`src/rtl/frame_rx_scheduler_pkg.sv`:
```
// Shared types and constants for the frame receive scheduler.
// Holds the FSM state encoding, default frame constants and a width helper.
package frame_rx_pkg;

   typedef enum logic [1:0] {IDLE, HUNT, COLLECT, OUT} state_t;

   localparam logic [3:0]  DEF_HDR_NIB = 4'hA;
   localparam logic [15:0] DEF_TRAILER = 16'hBEAF;

   function automatic int clog2(input int v);
      int r;
      r = 0;
      while ((1 << r) < v) r++;
      return r;
   endfunction

endpackage

```
`src/rtl/frame_rx_scheduler_if.sv`:
```
// Lane byte inputs, assembled-frame output and status flags of the scheduler.
// The slave modport is the scheduler's view; master is the environment's view.
interface frame_rx_scheduler_if
   import frame_rx_pkg::*;
#(
   parameter int N_LANES = 4,
   parameter int LW      = (clog2(N_LANES) < 1) ? 1 : clog2(N_LANES)
) ();

   // Transfer on a channel happens at a rising edge where valid and ready are both high;
   // frame_valid and its payload are held until frame_ready, req_ready depends only on state.
   logic [N_LANES-1:0]   req_valid;
   logic [8*N_LANES-1:0] req_data;
   logic [N_LANES-1:0]   req_ready;
   logic [31:0]          frame_data;
   logic [LW-1:0]        frame_lane;
   logic                 frame_valid;
   logic                 frame_ready;
   logic                 err_trailer;
   logic                 err_timeout;
   logic                 busy;

   modport slave (
      input  req_valid, req_data, frame_ready,
      output req_ready, frame_data, frame_lane, frame_valid, err_trailer, err_timeout, busy
   );

   modport master (
      output req_valid, req_data, frame_ready,
      input  req_ready, frame_data, frame_lane, frame_valid, err_trailer, err_timeout, busy
   );

endinterface

```
`src/rtl/frame_rx_scheduler_rr_arbiter.sv`:
```
// Combinational round-robin pick: first requesting lane after ptr, wrapping.
module rr_arbiter
   import frame_rx_pkg::*;
#(
   parameter  int N  = 4,
   localparam int LW = (clog2(N) < 1) ? 1 : clog2(N)
) (
   input  logic [N-1:0]  req,
   input  logic [LW-1:0] ptr,
   output logic [LW-1:0] gnt_idx,
   output logic          any
);

   logic [LW-1:0] idx;

   always_comb begin
      gnt_idx = '0;
      any     = 1'b0;
      idx     = '0;
      for (int i = 1; i <= N; i++) begin
         idx = LW'((int'(ptr) + i) % N);
         if (!any && req[idx]) begin
            any     = 1'b1;
            gnt_idx = idx;
         end
      end
   end

endmodule

```
`src/rtl/frame_rx_scheduler.sv`:
```
// Shares one 8->32 frame assembler among N_LANES byte sources, round-robin per frame.
// Hunts a header byte, collects four bytes MSB-first and forwards frames with a good trailer.
module frame_rx_scheduler
   import frame_rx_pkg::*;
#(
   parameter  int          N_LANES = 4,
   parameter  int          TIMEOUT = 15,
   parameter  logic [3:0]  HDR_NIB = DEF_HDR_NIB,
   parameter  logic [15:0] TRAILER = DEF_TRAILER,
   localparam int          LW      = (clog2(N_LANES) < 1) ? 1 : clog2(N_LANES),
   localparam int          TW      = (clog2(TIMEOUT + 1) < 1) ? 1 : clog2(TIMEOUT + 1)
) (
   input  logic                 div_8_clk,
   input  logic                 rst,
   frame_rx_scheduler_if.slave  bus,
   output state_t               dbg_state
);

   state_t        state, state_nxt;
   logic [LW-1:0] rr_ptr, grant, arb_gnt;
   logic          arb_any;
   logic [23:0]   shift_reg;
   logic [1:0]    cnt;
   logic [TW-1:0] tmo;
   logic [7:0]    lane_byte;
   logic          lane_valid, accept, hdr_hit, trailer_ok, tmo_hit;
   logic [31:0]   word;

   rr_arbiter #(.N(N_LANES)) u_arb (
      .req     (bus.req_valid),
      .ptr     (rr_ptr),
      .gnt_idx (arb_gnt),
      .any     (arb_any)
   );

   always_comb begin
      lane_byte  = '0;
      lane_valid = 1'b0;
      for (int i = 0; i < N_LANES; i++) begin
         if (grant == LW'(i)) begin
            lane_byte  = bus.req_data[8*i +: 8];
            lane_valid = bus.req_valid[i];
         end
      end
   end

   assign accept     = lane_valid && (state == HUNT || state == COLLECT);
   assign hdr_hit    = lane_byte[7:4] == HDR_NIB;
   assign word       = {shift_reg, lane_byte};
   assign trailer_ok = word[15:0] == TRAILER;
   assign tmo_hit    = tmo == TW'(TIMEOUT - 1);

   always_ff @(posedge div_8_clk) begin
      if (rst) state <= IDLE;
      else     state <= state_nxt;
   end

   always_comb begin
      state_nxt = state;
      unique case (state)
         IDLE:    if (arb_any) state_nxt = HUNT;
         HUNT: begin
            if (!lane_valid)  state_nxt = IDLE;
            else if (hdr_hit) state_nxt = COLLECT;
         end
         COLLECT: begin
            // A byte arriving on the last allowed cycle beats the timeout.
            if (accept) begin
               if (cnt == 2'd3) state_nxt = trailer_ok ? OUT : IDLE;
            end else if (tmo_hit) begin
               state_nxt = IDLE;
            end
         end
         OUT:     if (bus.frame_ready) state_nxt = IDLE;
         default: state_nxt = IDLE;
      endcase
   end

   always_comb begin
      bus.req_ready = '0;
      for (int i = 0; i < N_LANES; i++) begin
         bus.req_ready[i] = (state == HUNT || state == COLLECT) && (grant == LW'(i));
      end
      bus.busy  = state != IDLE;
      dbg_state = state;
   end

   always_ff @(posedge div_8_clk) begin
      if (rst) begin
         rr_ptr          <= LW'(N_LANES - 1);
         grant           <= '0;
         shift_reg       <= '0;
         cnt             <= '0;
         tmo             <= '0;
         bus.frame_data  <= '0;
         bus.frame_lane  <= '0;
         bus.frame_valid <= 1'b0;
         bus.err_trailer <= 1'b0;
         bus.err_timeout <= 1'b0;
      end else begin
         bus.err_trailer <= 1'b0;
         bus.err_timeout <= 1'b0;
         unique case (state)
            IDLE: if (arb_any) grant <= arb_gnt;
            HUNT: begin
               if (!lane_valid) begin
                  rr_ptr <= grant;
               end else if (hdr_hit) begin
                  shift_reg <= {16'h0, lane_byte};
                  cnt       <= 2'd1;
                  tmo       <= '0;
               end
            end
            COLLECT: begin
               if (accept) begin
                  tmo <= '0;
                  if (cnt == 2'd3) begin
                     if (trailer_ok) begin
                        bus.frame_data  <= word;
                        bus.frame_lane  <= grant;
                        bus.frame_valid <= 1'b1;
                     end else begin
                        bus.err_trailer <= 1'b1;
                        rr_ptr          <= grant;
                     end
                  end else begin
                     shift_reg <= word[23:0];
                     cnt       <= cnt + 2'd1;
                  end
               end else if (tmo_hit) begin
                  bus.err_timeout <= 1'b1;
                  rr_ptr          <= grant;
               end else begin
                  tmo <= tmo + 1'b1;
               end
            end
            OUT: begin
               if (bus.frame_ready) begin
                  bus.frame_valid <= 1'b0;
                  rr_ptr          <= grant;
               end
            end
            default: ;
         endcase
      end
   end

endmodule

```
`src/flat_wrapper.sv`:
```
// flat-port wrapper written by rule: the top's interface ports become plain ports
module frame_rx_scheduler_flat import frame_rx_pkg::*;
#(
   parameter  int          N_LANES = 4,
   parameter  int          TIMEOUT = 15,
   parameter  logic [3:0]  HDR_NIB = DEF_HDR_NIB,
   parameter  logic [15:0] TRAILER = DEF_TRAILER,
   localparam int          LW      = (clog2(N_LANES) < 1) ? 1 : clog2(N_LANES),
   localparam int          TW      = (clog2(TIMEOUT + 1) < 1) ? 1 : clog2(TIMEOUT + 1)
)
  (div_8_clk, rst, dbg_state, bus_req_valid, bus_req_data, bus_frame_ready, bus_req_ready, bus_frame_data, bus_frame_lane, bus_frame_valid, bus_err_trailer, bus_err_timeout, bus_busy);
  frame_rx_scheduler_if #(.N_LANES(N_LANES), .LW((2))) bus_i ();
  input  logic div_8_clk;
  input  logic rst;
  output state_t dbg_state;
  input wire logic [$bits(bus_i.req_valid)-1:0] bus_req_valid;
  input wire logic [$bits(bus_i.req_data)-1:0] bus_req_data;
  input wire logic [$bits(bus_i.frame_ready)-1:0] bus_frame_ready;
  output wire logic [$bits(bus_i.req_ready)-1:0] bus_req_ready;
  output wire logic [$bits(bus_i.frame_data)-1:0] bus_frame_data;
  output wire logic [$bits(bus_i.frame_lane)-1:0] bus_frame_lane;
  output wire logic [$bits(bus_i.frame_valid)-1:0] bus_frame_valid;
  output wire logic [$bits(bus_i.err_trailer)-1:0] bus_err_trailer;
  output wire logic [$bits(bus_i.err_timeout)-1:0] bus_err_timeout;
  output wire logic [$bits(bus_i.busy)-1:0] bus_busy;
  assign bus_i.req_valid = bus_req_valid;
  assign bus_i.req_data = bus_req_data;
  assign bus_i.frame_ready = bus_frame_ready;
  assign bus_req_ready = bus_i.req_ready;
  assign bus_frame_data = bus_i.frame_data;
  assign bus_frame_lane = bus_i.frame_lane;
  assign bus_frame_valid = bus_i.frame_valid;
  assign bus_err_trailer = bus_i.err_trailer;
  assign bus_err_timeout = bus_i.err_timeout;
  assign bus_busy = bus_i.busy;
  frame_rx_scheduler #(.N_LANES(N_LANES), .TIMEOUT(TIMEOUT), .HDR_NIB(HDR_NIB), .TRAILER(TRAILER)) u_core (.div_8_clk(div_8_clk), .rst(rst), .bus(bus_i), .dbg_state(dbg_state));
endmodule
```
`config.mk`:
```
export PLATFORM = sky130hd
export DESIGN_NAME = frame_rx_scheduler_flat
export DESIGN_NICKNAME = d
export VERILOG_FILES = /design/src/rtl/frame_rx_scheduler_pkg.sv /design/src/rtl/frame_rx_scheduler_if.sv /design/src/rtl/frame_rx_scheduler_rr_arbiter.sv /design/src/rtl/frame_rx_scheduler.sv /design/src/flat_wrapper.sv
export SDC_FILE = /design/constraint.sdc
export NUM_CORES = 1
export LEC_CHECK = 0
export BUFFER_PORTS_ARGS = -buffer_cell sky130_fd_sc_hd__buf_4
export CELL_PAD_IN_SITES_DETAIL_PLACEMENT = 1
export CELL_PAD_IN_SITES_GLOBAL_PLACEMENT = 2
export CORE_MARGIN = 2
export CORE_UTILIZATION = 36
export CTS_BUF_LIST = sky130_fd_sc_hd__clkbuf_8
export DETAILED_ROUTE_END_ITERATION = 7
export MAX_ROUTING_LAYER = met4
export PLACE_DENSITY = 0.94
export SLEW_MARGIN = 20
export SYNTH_ARGS = -nofsm -noshare
export SYNTH_HDL_FRONTEND = slang
export SYNTH_HIERARCHICAL = 1
export SYNTH_SLANG_ARGS = --single-unit
```
`constraint.sdc`:
```
create_clock -name div_8_clk -period 3.3 [get_ports div_8_clk]
set_input_delay 0.33 -clock div_8_clk [delete_from_list [all_inputs] [get_ports div_8_clk]]
set_output_delay 0.33 -clock div_8_clk [all_outputs]
set_load 0.01 [all_outputs]
```
; Word-level counts from Yosys, hierarchy flattened
; Index checks and enable logic that the tools add are counted.
[classes]
addsub = 6
n_lt_le_gt_ge = 4
eq_ne = 24
n_mux = 62
bitwise_logic = 3
n_reduce_logical = 27
[ops]
columns = cell, n
row1 = two-way mux 24 bit, 4
row2 = one-hot mux 24 bit (2 select lines), 1
row3 = two-way mux 2 bit, 22
row4 = two-way mux 8 bit, 4
row5 = two-way mux 1 bit, 18
row6 = "== test 16 bit, second input constant", 1
row7 = two-way mux 4 bit, 4
row8 = AND reduction 5 bit, 3
row9 = "less-than comparator 2 x 3 -> 1 bit, second input constant", 4
row10 = "== test 2 bit, second input constant", 5
row11 = "!= test 2 x 1 -> 1 bit, second input constant", 5
row12 = "!= test 3 bit, second input constant", 3
row13 = binary-select mux 1 bit (select 2 bit), 4
row14 = "== test 4 bit, second input constant", 2
row15 = logical AND 1 bit, 8
row16 = "!= test 2 bit, second input constant", 4
row17 = one-hot mux 2 bit (4 select lines), 1
row18 = one-hot mux 4 bit (2 select lines), 1
row19 = AND reduction 4 bit, 2
row20 = "adder 2 x 1 -> 2 bit, second input constant", 3
row21 = one-hot mux 2 bit (3 select lines), 1
row22 = AND reduction 6 bit, 1
row23 = nonzero test 2 bit, 3
row24 = "adder 2 bit, second input constant", 2
row25 = other kinds (14), 20
[totals]
ff_bits = 73
in_bits = 39
output_inout_bits = 44
word_cells = 137

; Longest topological paths before layout
; Gate-level depths: netlist of the first run.
[logic_depth]
ltp_word = 15
mapped_depth = 10
mapped_depth_nobuf = 7

; Cells and area by module
; The synthesis of the first run kept the hierarchy.
[modules_own_cells]
columns = module, instances, cells_each, area_each_um2, seq_area_each_um2
row1 = frame_rx_scheduler, 1, 339, 3256.9, 1461.4
row2 = rr_arbiter, 1, 14, 91.3, 0.0

; Worst setup path before layout of the first run
; OpenSTA, ideal clock, no wires.
[synth_timing]
kind = register to register
from = register u_core.state[0] (netlist: u_core/dbg_state[0])
to = register u_core.bus.frame_lane[1]
setup_time_ns = 0.070
t_arrival_ns = 2.045
required_ns = 3.230
slack_ns = 1.185
path_stages_with_launch = 10
path_buffers = 2
period_less_slack_ns = 2.115
cell_sequence = dfxtp_1 > inv_1 > ha_1 > nand2b_1 > o32ai_2 > and2_0 > clkbuf_1 > buf_2 > nand3_1 > a21oi_1
[synth_via]
elab_chain_cells = 4
elab_cells_between_ends = 5
cone_classes = 2 x eq/ne / 3 x reduce/logical
[synth_rtl]
columns = item, line
row1 = "start, declared", frame_rx_scheduler.sv:19  ; state_t state, state_nxt;
row2 = "start signal, assigned", frame_rx_scheduler.sv:55  ; else state <= state_nxt;
row3 = == test 2 x 1 -> 1 bit or == test 2 bit (tied branches), "frame_rx_scheduler.sv:47, frame_rx_scheduler.sv:103"
row4 = logical OR 1 bit, frame_rx_scheduler.sv:47  ; assign accept = lane_valid && (state == HUNT || state == COLLECT);
row5 = logical AND 1 bit, frame_rx_scheduler.sv:47
row6 = AND reduction 4 bit (no line) *, -
row7 = "end signal, assigned", frame_rx_scheduler.sv:120  ; bus.frame_lane <= grant;
row8 = "end, declared", frame_rx_scheduler_if.sv:25  ; output req_ready, frame_data, frame_lane, frame_valid, err_trailer, err_timeout, busy
; Mark *: on every way between the ends. The rest lies on a longest branch, timed or not.
; A chain may end at the register's enable or synchronous reset.

; Worst setup path in the final report of the first run
[layout_timing]
from = register u_core.state[0] (netlist: u_core/dbg_state[0])
to = register u_core.bus.frame_data[14]
[layout_via]
elab_chain_cells = 4
elab_cells_between_ends = 5
cone_classes = 2 x eq/ne / 3 x reduce/logical
[layout_rtl]
columns = item, line
row1 = == test 2 x 1 -> 1 bit or == test 2 bit (tied branches), "frame_rx_scheduler.sv:47, frame_rx_scheduler.sv:103"
row2 = logical OR 1 bit, frame_rx_scheduler.sv:47
row3 = logical AND 1 bit, frame_rx_scheduler.sv:47
row4 = AND reduction 4 bit (no line) *, -
row5 = "end signal, assigned", frame_rx_scheduler.sv:119  ; bus.frame_data <= word;
row6 = "end, declared", frame_rx_scheduler_if.sv:25
; Marked as above.

==> run summary, run 1 <==
# DRC: 0
Area Growth Syn to Fin: 25.7%
Setup WS pre-CTS: 0.570 ns
# fillers: 1067
final worst setup slack: 0.562 ns
Worst EP arrival: 2.95 ns
Ys Warns: 6
die area: 10100 sq um
Synth Area per Inst: 9.49 sq um
Netlist cell types: 51
initial antenna violation count: 0
layout cells sized above 1: 0.285
vias per cell: 5.53
Synth Area in Compound Gates: 0.222
routability cong.: 0.849
Pleak: 1.68 nW
Avg WL per Cell: 17.5 um
Critical Path RT: 3.51 ns
hold slack: 0.190 ns
slowest CP cell: nand2_1
critical path endpoint category: register
Slew HR: 0.550
maxcap violations: 0
placed instance area: 3990 sq um
syn_nets: 400
Worst-path clk slew: 0.09 ns
Initial DRC Count: 120
slew at the pin closest to its max-slew limit: 0.673 ns
Max Transition Viols Final: 0
first-pass GRT wire length: 15.5 mm
# diodes: 0
IO Port Bufs: 82
final cell count without fillers: 539
clock sink count: 73
Setup CP Type: reg -> reg
grt ovf: 0
Yosys reg bits: 73
mux contribution to synthesized area: 0.0908
Post-Synth Adder-Cell Area: 0.0299
Final Cell Area: 4210 sq um
min-delay worst type: in -> reg
number of flops mapped to enable cells by yosys: 0
Critical Path Start Type: register
Fin. Hold Viols: 0
critical path, cell by cell: inv_1 -> ha_1 -> nand2b_1 -> o32ai_2 -> nand2_1 -> nor2_1 -> nor3b_1
vias in the first global route: 3104
clock skew: 0.0116 ns
Final period util: 0.830
Die X: 100 um
Max Fanout on Critical Path: 20
Post-Syn Instances: 353
largest family of logic cells by synthesized area: compound AO/OA/AOI/OAI gates
Top FF cell, synth: dfxtp_1
first-pass detailed-route iteration total: 4
Post-CTS Setup Repair Bufs: 0
Mapped Area: 3350 sq um
# hold bufs at CTS: 0
fmax: 0.365 GHz
most common cell after layout, fill and taps aside: buf_4
via count: 2983
initial core utilization: 0.366
# rows: 35
Worst path max stage delay: 0.53 ns
core area: 9150 sq um
post-synthesis simple-gate area fraction: 0.164
routed wire length: 9.43 mm
most frequent cells in the layout: 88 x buf_4, 73 x dfxtp_1, 48 x a21oi_1
CTS Root Cell: clkbuf_8
max FFs per register: 32
H-Tree Level Count: 3
number of top-level pins: 83
PwrDens: 549 nW/um^2
Period minus WS final: 2.74 ns
Synth Area in XOR/XNOR: 0
setup TNS: 0 ns
CTS tree: done
unrepaired setup endpoints after global routing: false
Worst VDD drop: 204 uV
fin nets: 470
dpl hpwl: 6.55 mm
Die Ht: 100 um
post-synthesis sequential area ratio: 0.436
async set or reset register ratio after synthesis: 0
Longest Clk Path Bufs: 2
GRT Total Usage: 0.199
final-report setup violation count: 0
Routed Antenna Nets: 0
CTS Buf Count: 9
dpl cells: 523
largest net degree at the start of global routing: 62
status: finished clean
CTS resizes: 0
Skew-Pair Late Insertion Delay: 0.35 ns
-- synthesized netlist by cell type (all sizes together) (2+ instances only) --
cell     n  area [sq um]
dfxtp   73          1460
a21oi   51           274
nand3   32           160
nor2    29           109
o21ai   27           135
a22o    17           149
buf     17           110
clkbuf  12          45.0
inv      9          33.8
mux2i    9          90.1
mux4     9           203
ha       8           100
nand2    8          30.0
nand2b   8          50.1
nor3b    4          30.0
a31oi    3          18.8
and2     3          18.8
nand4    3          18.8
a211oi   2          27.5
a21o     2          15.0
a311oi   2          17.5
and3     2          12.5
and4     2          17.5
nor3     2          10.0
o221ai   2          23.8
o32ai    2          25.0
-- area by class of cell --
cell class              count  area [sq um]  area share
clock buffers               9           124      0.0294
multi-input cells         242          1700       0.403
repair buffers             88           661       0.157
inverters                   9          33.8     0.00802
clock inverters             7          93.8      0.0223
well taps                 111           139      0.0330
flip-flops and latches     73          1460       0.347
-- worst max-delay path: cells and delay by family (launching register included) --
kind                       cells  cell delay, ns
adders and majority gates      1            0.36
and+or+nand+nor                4            1.18
buffers and inverters          1            0.11
AOI/OAI and AO/OA              1            0.51
DFF                            1            0.43
-- metal layers --
| metal | global-route usage | up-vias | part of all wire |
|---|---|---|---|
| met4 | 0.0632 | 0 | 0.011 |
| met1 | 0.238 | 1471 | 0.44 |
| li1 | - | 1431 | - |
| met2 | 0.336 | 69 | 0.51 |
| met5 | - | - | 0 |
| met3 | 0.0397 | 12 | 0.036 |
-- logic make-up (layout without fill, tap and decap cells) --
group / count (synthesis) / after routing
compound gates: 115 / 115
simple gates: 100 / 100
flops: 73 / 73
fa+ha+maj: 8 / 8
mux: 19 / 19
buf+inv: 38 / 113
-- metrics by stage --
step           power, mW   util
2_1_floorplan       1.40      -
3_3_place_gp        1.54  0.436
3_5_place_dp        1.55  0.436
4_1_cts             2.33  0.460
5_1_grt             2.43  0.460
6_report            2.31  0.460
-- power by group --
group	switching (mW)	leakage [nW]	internal, mW
registers	0.0595	0.590	0.925
clock network	0.352	0.111	0.426
logic	0.304	0.980	0.245
-- worst paths after layout --
path / end / cells past startpoint / slack, ns / startpoint
setup / recovery: u_core/bus.frame_data[14] / 7 / 0.56 / u_core/dbg_state[0]
hold / removal: u_core/bus.frame_valid / 2 / 0.19 / bus_frame_ready
setup reg to reg: u_core/bus.frame_data[14] / 7 / 0.56 / u_core/dbg_state[0]
hold reg to reg: u_core/bus.frame_data[29] / 2 / 0.46 / u_core/shift_reg[21]
No activity file was read; power rests on OpenSTA's default activity.
==> inputs of run 2 (changes only) <==
--- a/config.mk
+++ b/config.mk
@@ -9,11 +9,11 @@
 export CELL_PAD_IN_SITES_DETAIL_PLACEMENT = 1
 export CELL_PAD_IN_SITES_GLOBAL_PLACEMENT = 2
 export CORE_MARGIN = 2
-export CORE_UTILIZATION = 36
+export CORE_UTILIZATION = 30
 export CTS_BUF_LIST = sky130_fd_sc_hd__clkbuf_8
 export DETAILED_ROUTE_END_ITERATION = 7
 export MAX_ROUTING_LAYER = met4
-export PLACE_DENSITY = 0.94
+export PLACE_DENSITY = 0.84
 export SLEW_MARGIN = 20
 export SYNTH_ARGS = -nofsm -noshare
 export SYNTH_HDL_FRONTEND = slang
==> constraint.sdc (replaced) <==
create_clock -name div_8_clk -period 2.4 [get_ports div_8_clk]
set_input_delay 0.24 -clock div_8_clk [delete_from_list [all_inputs] [get_ports div_8_clk]]
set_output_delay 0.24 -clock div_8_clk [all_outputs]
set_load 0.01 [all_outputs]
==> run 2 against run 1 <==
- setup slack got worse by 0.41 ns
- first-iteration DRC count decreased by 22%
- largest power group unchanged
- register-to-register slack worse by 0.41 ns
- core utilization decreased by 5.7 points
- largest cell class unchanged
- flip-flop and latch count unchanged
- critical path depth unchanged
==> run summary, run 2 (synthesized netlist as in run 1, its figures left out) <==
placed instance area: 4170 sq um
Worst-path clk slew: 0.08 ns
initial core utilization: 0.308
CP endpoint: u_core/dbg_state[1]
Worst VDD drop: 297 uV
Critical R2R Launch: u_core/grant[0]
max layer used: met4
layout cells sized above 1: 0.305
IO Port Bufs: 82
unrepaired setup endpoints after global routing: false
most common cell after layout, fill and taps aside: buf_4
GRT Total Usage: 0.174
maxcap violations: 0
first-pass detailed-route iteration total: 4
Final Cell Area: 4390 sq um
Max Transition Viols Final: 0
Initial DRC Count: 94
Slew HR: 0.559
# DRC: 0
Die X: 110 um
metal1 wirelength: 4.27 mm
Die Ht: 110 um
Register Area: 1460 sq um
initial antenna violation count: 0
Critical Path Start Type: register
Period minus WS final: 2.24 ns
fmax: 0.445 GHz
max FFs per register: 32
CP Launch Point: u_core/grant[0]
CTS Buf Count: 9
number of top-level pins: 83
cells on worst reg2reg path: 7
vias in the first global route: 3146
PwrDens: 738 nW/um^2
grt ovf: 0
slowest CP cell: mux4_2
routability cong.: 0.848
setup TNS: 0 ns
Pleak: 1.76 nW
worst reg2reg endpoint: u_core/dbg_state[1]
critical path, cell by cell: buf_4 -> mux4_2 -> and4_1 -> and3_1 -> buf_12 -> a21oi_1 -> o32ai_1
Avg WL per Cell: 16.6 um
P_int: 2.25 mW
# rows: 38
Worst EP arrival: 2.47 ns
first-pass GRT wire length: 15.9 mm
Worst path max stage delay: 0.52 ns
Clk pwr share: 0.322
min-delay worst type: in -> reg
# hold bufs at CTS: 0
Switching Share: 0.304
# fillers: 1232
Final period util: 0.935
via count: 2985
Area Growth Syn to Fin: 31.2%
most frequent cells in the layout: 96 x buf_4, 73 x dfxtp_1, 48 x a21oi_1
fin nets: 482
# diodes: 0
Setup WS pre-CTS: 0.0537 ns
met2 WL: 4.85 mm
dpl hpwl: 6.95 mm
vias per cell: 5.15
reg2reg setup slack: 0.16 ns
multi-input logic area: 1710 sq um
critical path endpoint category: register
Setup CP Type: reg -> reg
Comb pwr share: 0.264
clock sink count: 73
routed wire length: 9.62 mm
net switching power: 0.986 mW
CTS Root Cell: clkbuf_8
Longest Clk Path Bufs: 2
met3 WL: 404 um
CTS tree: done
Fin. Hold Viols: 0
clock skew: 0.00885 ns
status: finished clean
final worst setup slack: 0.155 ns
final-report setup violation count: 0
Skew-Pair Late Insertion Delay: 0.36 ns
Critical Path RT: 2.62 ns
H-Tree Level Count: 3
Max Fanout on Critical Path: 26
largest net degree at the start of global routing: 62
die area: 12000 sq um
Routed Antenna Nets: 0
sequential share of power: 0.414
slew at the pin closest to its max-slew limit: 0.662 ns
core area: 10900 sq um
==> run 2: stage by stage <==
stage	instances	utilization	total power, mW	hold WS [ns]
after floorplan	353	-	1.92	0.346
after global placement	564	0.383	2.20	0.444
after detailed placement	564	0.383	2.22	0.451
after CTS	580	0.402	3.28	0.0648
after global routing	580	0.403	3.41	0.0688
final	580	0.403	3.24	0.0809
==> run 2: per-layer routing <==
metal	track usage	vias up
met5	-	-
met4	0.0380	0
met3	0.0522	13
met2	0.295	50
met1	0.204	1472
li1	-	1450
==> run 2: timing repair <==
action,CTS,global route
gates resized for setup,0,2
endpoints found under the setup margin,0,21
buffers inserted,0,0
==> run 2: final cells by class <==
type,instances,share of cell area
Clock buffer,9,0.0282
Sequential cell,73,0.333
Multi-Input combinational cell,242,0.389
Timing Repair Buffer,100,0.182
Tap cell,140,0.0399
Inverter,9,0.00769
Clock inverter,7,0.0197
==> run 2: worst max-delay path, delay by kind of cell, from the launching register on <==
kind                   cells  cell delay [ns]
AOI/OAI and AO/OA          2             0.26
buffers and inverters      2             0.38
muxes                      1             0.52
and+or+nand+nor            2             0.52
DFF                        1             0.43
==> run 2: power groups by stage <==
stage	Combinational, mW	Clock, mW	Sequential, mW
finish	0.856	1.04	1.34
global placement	0.831	0	1.37
detailed placement	0.849	0	1.37
global route	0.925	1.13	1.35
CTS	0.852	1.08	1.34
floorplan	0.579	0	1.34
==> run 2: worst min path at each step <==
| stage | from | endpoint | slack [ns] | cells past startpoint |
|---|---|---|---|---|
| global placement | bus_frame_ready | u_core/bus.frame_valid | 0.44 | 2 |
| detailed placement | bus_frame_ready | u_core/bus.frame_valid | 0.45 | 2 |
| finish | bus_frame_ready | u_core/bus.frame_valid | 0.08 | 2 |
| floorplan | bus_frame_ready | u_core/bus.frame_valid | 0.35 | 1 |
| global route | bus_frame_ready | u_core/bus.frame_valid | 0.07 | 2 |
| CTS | bus_frame_ready | u_core/bus.frame_valid | 0.06 | 2 |
==> inputs of run 3 (changes only) <==
--- a/config.mk
+++ b/config.mk
@@ -5,15 +5,16 @@
 export SDC_FILE = /design/constraint.sdc
 export NUM_CORES = 1
 export LEC_CHECK = 0
+export ABC_AREA = 1
 export BUFFER_PORTS_ARGS = -buffer_cell sky130_fd_sc_hd__buf_4
 export CELL_PAD_IN_SITES_DETAIL_PLACEMENT = 1
 export CELL_PAD_IN_SITES_GLOBAL_PLACEMENT = 2
 export CORE_MARGIN = 2
-export CORE_UTILIZATION = 30
+export CORE_UTILIZATION = 27
 export CTS_BUF_LIST = sky130_fd_sc_hd__clkbuf_8
 export DETAILED_ROUTE_END_ITERATION = 7
 export MAX_ROUTING_LAYER = met4
-export PLACE_DENSITY = 0.84
+export PLACE_DENSITY = 0.83
 export SLEW_MARGIN = 20
 export SYNTH_ARGS = -nofsm -noshare
 export SYNTH_HDL_FRONTEND = slang
==> run 3 against run 2 <==
- wire length increased by 10%
- first-iteration DRC count increased by 96%
- sequential power increased by 9%
- flip-flop and latch count unchanged
- critical path type is now reg -> out
- maximum frequency decreased by 2.1%
- via count increased by 18%
- count of clock-buffer cells in the layout unchanged
- die area increased by 16%
- clock skew decreased by 0.00094 ns
- total power increased by 30%
==> run summary, run 3 <==
Die X: 118 um
top-count cell post-synth: nand2_1
Routed Antenna Nets: 0
Clk pwr share: 0.227
grt ovf: 0
first-pass detailed-route iteration total: 4
net switching power: 1.79 mW
Ys Warns: 6
Synth area leaders: dfxtp_1 42%, nand2_1 12%, nor2_1 6.5%
overall power: 4.21 mW
slowest CP cell: dfxtp_1
most common cell after layout, fill and taps aside: nand2_1
Setup CP Type: reg -> out
WP buf/inv: 4
Worst VDD drop: 403 uV
# DRC: 0
post-synthesis sequential area ratio: 0.416
Period minus WS final: 2.29 ns
final-report setup violation count: 0
Yosys reg bits: 73
Final period util: 0.955
Critical R2R Launch: u_core/grant[0]
cell family with most CP delay: buffers and inverters
status: finished clean
die area: 13900 sq um
fmax: 0.436 GHz
fin nets: 614
routability cong.: 0.857
clock sink count: 73
sequential share of power: 0.345
initial antenna violation count: 0
maxcap violations: 0
dpl hpwl: 7.91 mm
CTS Root Cell: clkbuf_8
IO Port Bufs: 82
number of flops mapped to enable cells by yosys: 0
setup TNS: 0 ns
post-synth top area share: 0.416
max FFs per register: 32
CP Launch Point: u_core/dbg_state[0]
Slew HR: 0.520
vias per cell: 4.73
vias in the first global route: 3521
Die Ht: 118 um
Avg WL per Cell: 14.2 um
largest net degree at the start of global routing: 35
Comb pwr share: 0.428
layout cells sized above 1: 0.229
Top FF cell, synth: dfxtp_1
routed wire length: 10.6 mm
leading area contributor after synthesis: dfxtp_1
async set or reset register ratio after synthesis: 0
unrepaired setup endpoints after global routing: false
GRT Total Usage: 0.159
slew at the pin closest to its max-slew limit: 0.720 ns
# fillers: 1589
Pleak: 2.13 nW
cells on worst reg2reg path: 13
Post-Syn Instances: 491
Skew-Pair Late Insertion Delay: 0.35 ns
initial core utilization: 0.277
most frequent cells in the layout: 110 x nand2_1, 88 x buf_4, 71 x dfxtp_1
worst reg2reg endpoint: u_core/shift_reg[0]
core area: 12700 sq um
clock skew: 0.00790 ns
Longest Clk Path Bufs: 2
Netlist cell types: 30
Critical Path Start Type: register
Worst path depth: 6
Synth Area per Inst: 7.16 sq um
Area Growth Syn to Fin: 28.1%
Critical Path RT: 2.16 ns
Worst path max stage delay: 0.44 ns
Worst EP arrival: 2.05 ns
CTS tree: done
Post-CTS Setup Repair Bufs: 0
first-pass GRT wire length: 17.6 mm
Post-synth top cells: 110 x nand2_1, 73 x dfxtp_1, 61 x nor2_1
Initial DRC Count: 184
critical path endpoint category: output port
syn_nets: 538
Switching Share: 0.426
Max Fanout on Critical Path: 20
H-Tree Level Count: 3
Fin. Hold Viols: 0
critical path, cell by cell: inv_1 -> ha_1 -> buf_4 -> inv_1 -> nor3_1 -> buf_4
min-delay worst type: in -> reg
via count: 3521
# rows: 41
reg2reg setup slack: 0.20 ns
CTS Buf Count: 9
number of top-level pins: 83
Max Transition Viols Final: 0
Mapped Area: 3510 sq um
CP endpoint: bus_req_ready[1]
Worst-path clk slew: 0.08 ns
P_int: 2.42 mW
# diodes: 0
PwrDens: 936 nW/um^2
## run 3: what timing repair did
item,4_1_cts,5_1_grt
gates resized for setup,0,8
hold buffers,0,0
endpoints found under the setup margin,0,35
## run 3: power groups by stage
stage	clock network (mW)	logic [mW]	registers, mW
after floorplan	0	1.31	1.44
after global placement	0	1.74	1.46
after detailed placement	0	1.78	1.47
after CTS	1.00	1.80	1.44
after global routing	1.05	2.04	1.47
final	0.956	1.80	1.46
## run 3: cell type report
class                           instances  area [sq um]  share of cell area
Tap cell                              172           215              0.0478
Clock buffer                            9           124              0.0275
Clock inverter                          7          70.1              0.0156
Inverter                               43           168              0.0372
Multi-Input combinational cell        350          1760               0.391
Timing Repair Buffer                   90           701               0.156
Sequential cell                        73          1460               0.325
## run 3: kinds of logic after synthesis
| logic type | share of synthesized area |
|---|---|
| compound gates | 0.122 |
| xor+xnor | 0.00498 |
| fa+ha+maj | 0.0285 |
| buf+inv | 0.0854 |
| flops | 0.416 |
| simple gates | 0.343 |
## run 3: how the worst min path moves through the flow
stage / start / end / cells after the start
final: bus_frame_ready / u_core/bus.frame_valid / 4
after CTS: bus_frame_ready / u_core/bus.frame_valid / 4
after floorplan: rst / u_core/bus.frame_valid / 1
after detailed placement: u_core/bus.frame_data[2] / u_core/bus.frame_data[2] / 1
after global placement: u_core/bus.frame_data[8] / u_core/bus.frame_data[8] / 2
after global routing: bus_frame_ready / u_core/bus.frame_valid / 4
## run 3: tightest hold or removal path: stages
cell     delay, ns
buf_4         0.09
nand2_1       0.05
nand2_1       0.05
a21oi_1       0.05
## run 3: per-stage QoR
| stage | worst slack [ns] | cell area, sq um | utilization | std cells | hold slack, ns |
|---|---|---|---|---|---|
| after floorplan | 0.321 | 3510 | - | 491 | 0.309 |
| after global placement | 0.207 | 4290 | 0.339 | 728 | 0.446 |
| after detailed placement | 0.0452 | 4290 | 0.339 | 728 | 0.459 |
| after CTS | 0.0287 | 4490 | 0.354 | 744 | 0.164 |
| after global routing | 0.00665 | 4500 | 0.355 | 744 | 0.208 |
| final | 0.108 | 4500 | 0.355 | 744 | 0.185 |
## run 3: layer usage
layer,routed length [um],GRT usage,part of all wire,vias up
met5,0,-,0,-
met4,133,0.0489,0.013,0
met3,468,0.0383,0.044,14
met2,4830,0.241,0.46,86
met1,5150,0.209,0.49,1659
li1,-,-,-,1762
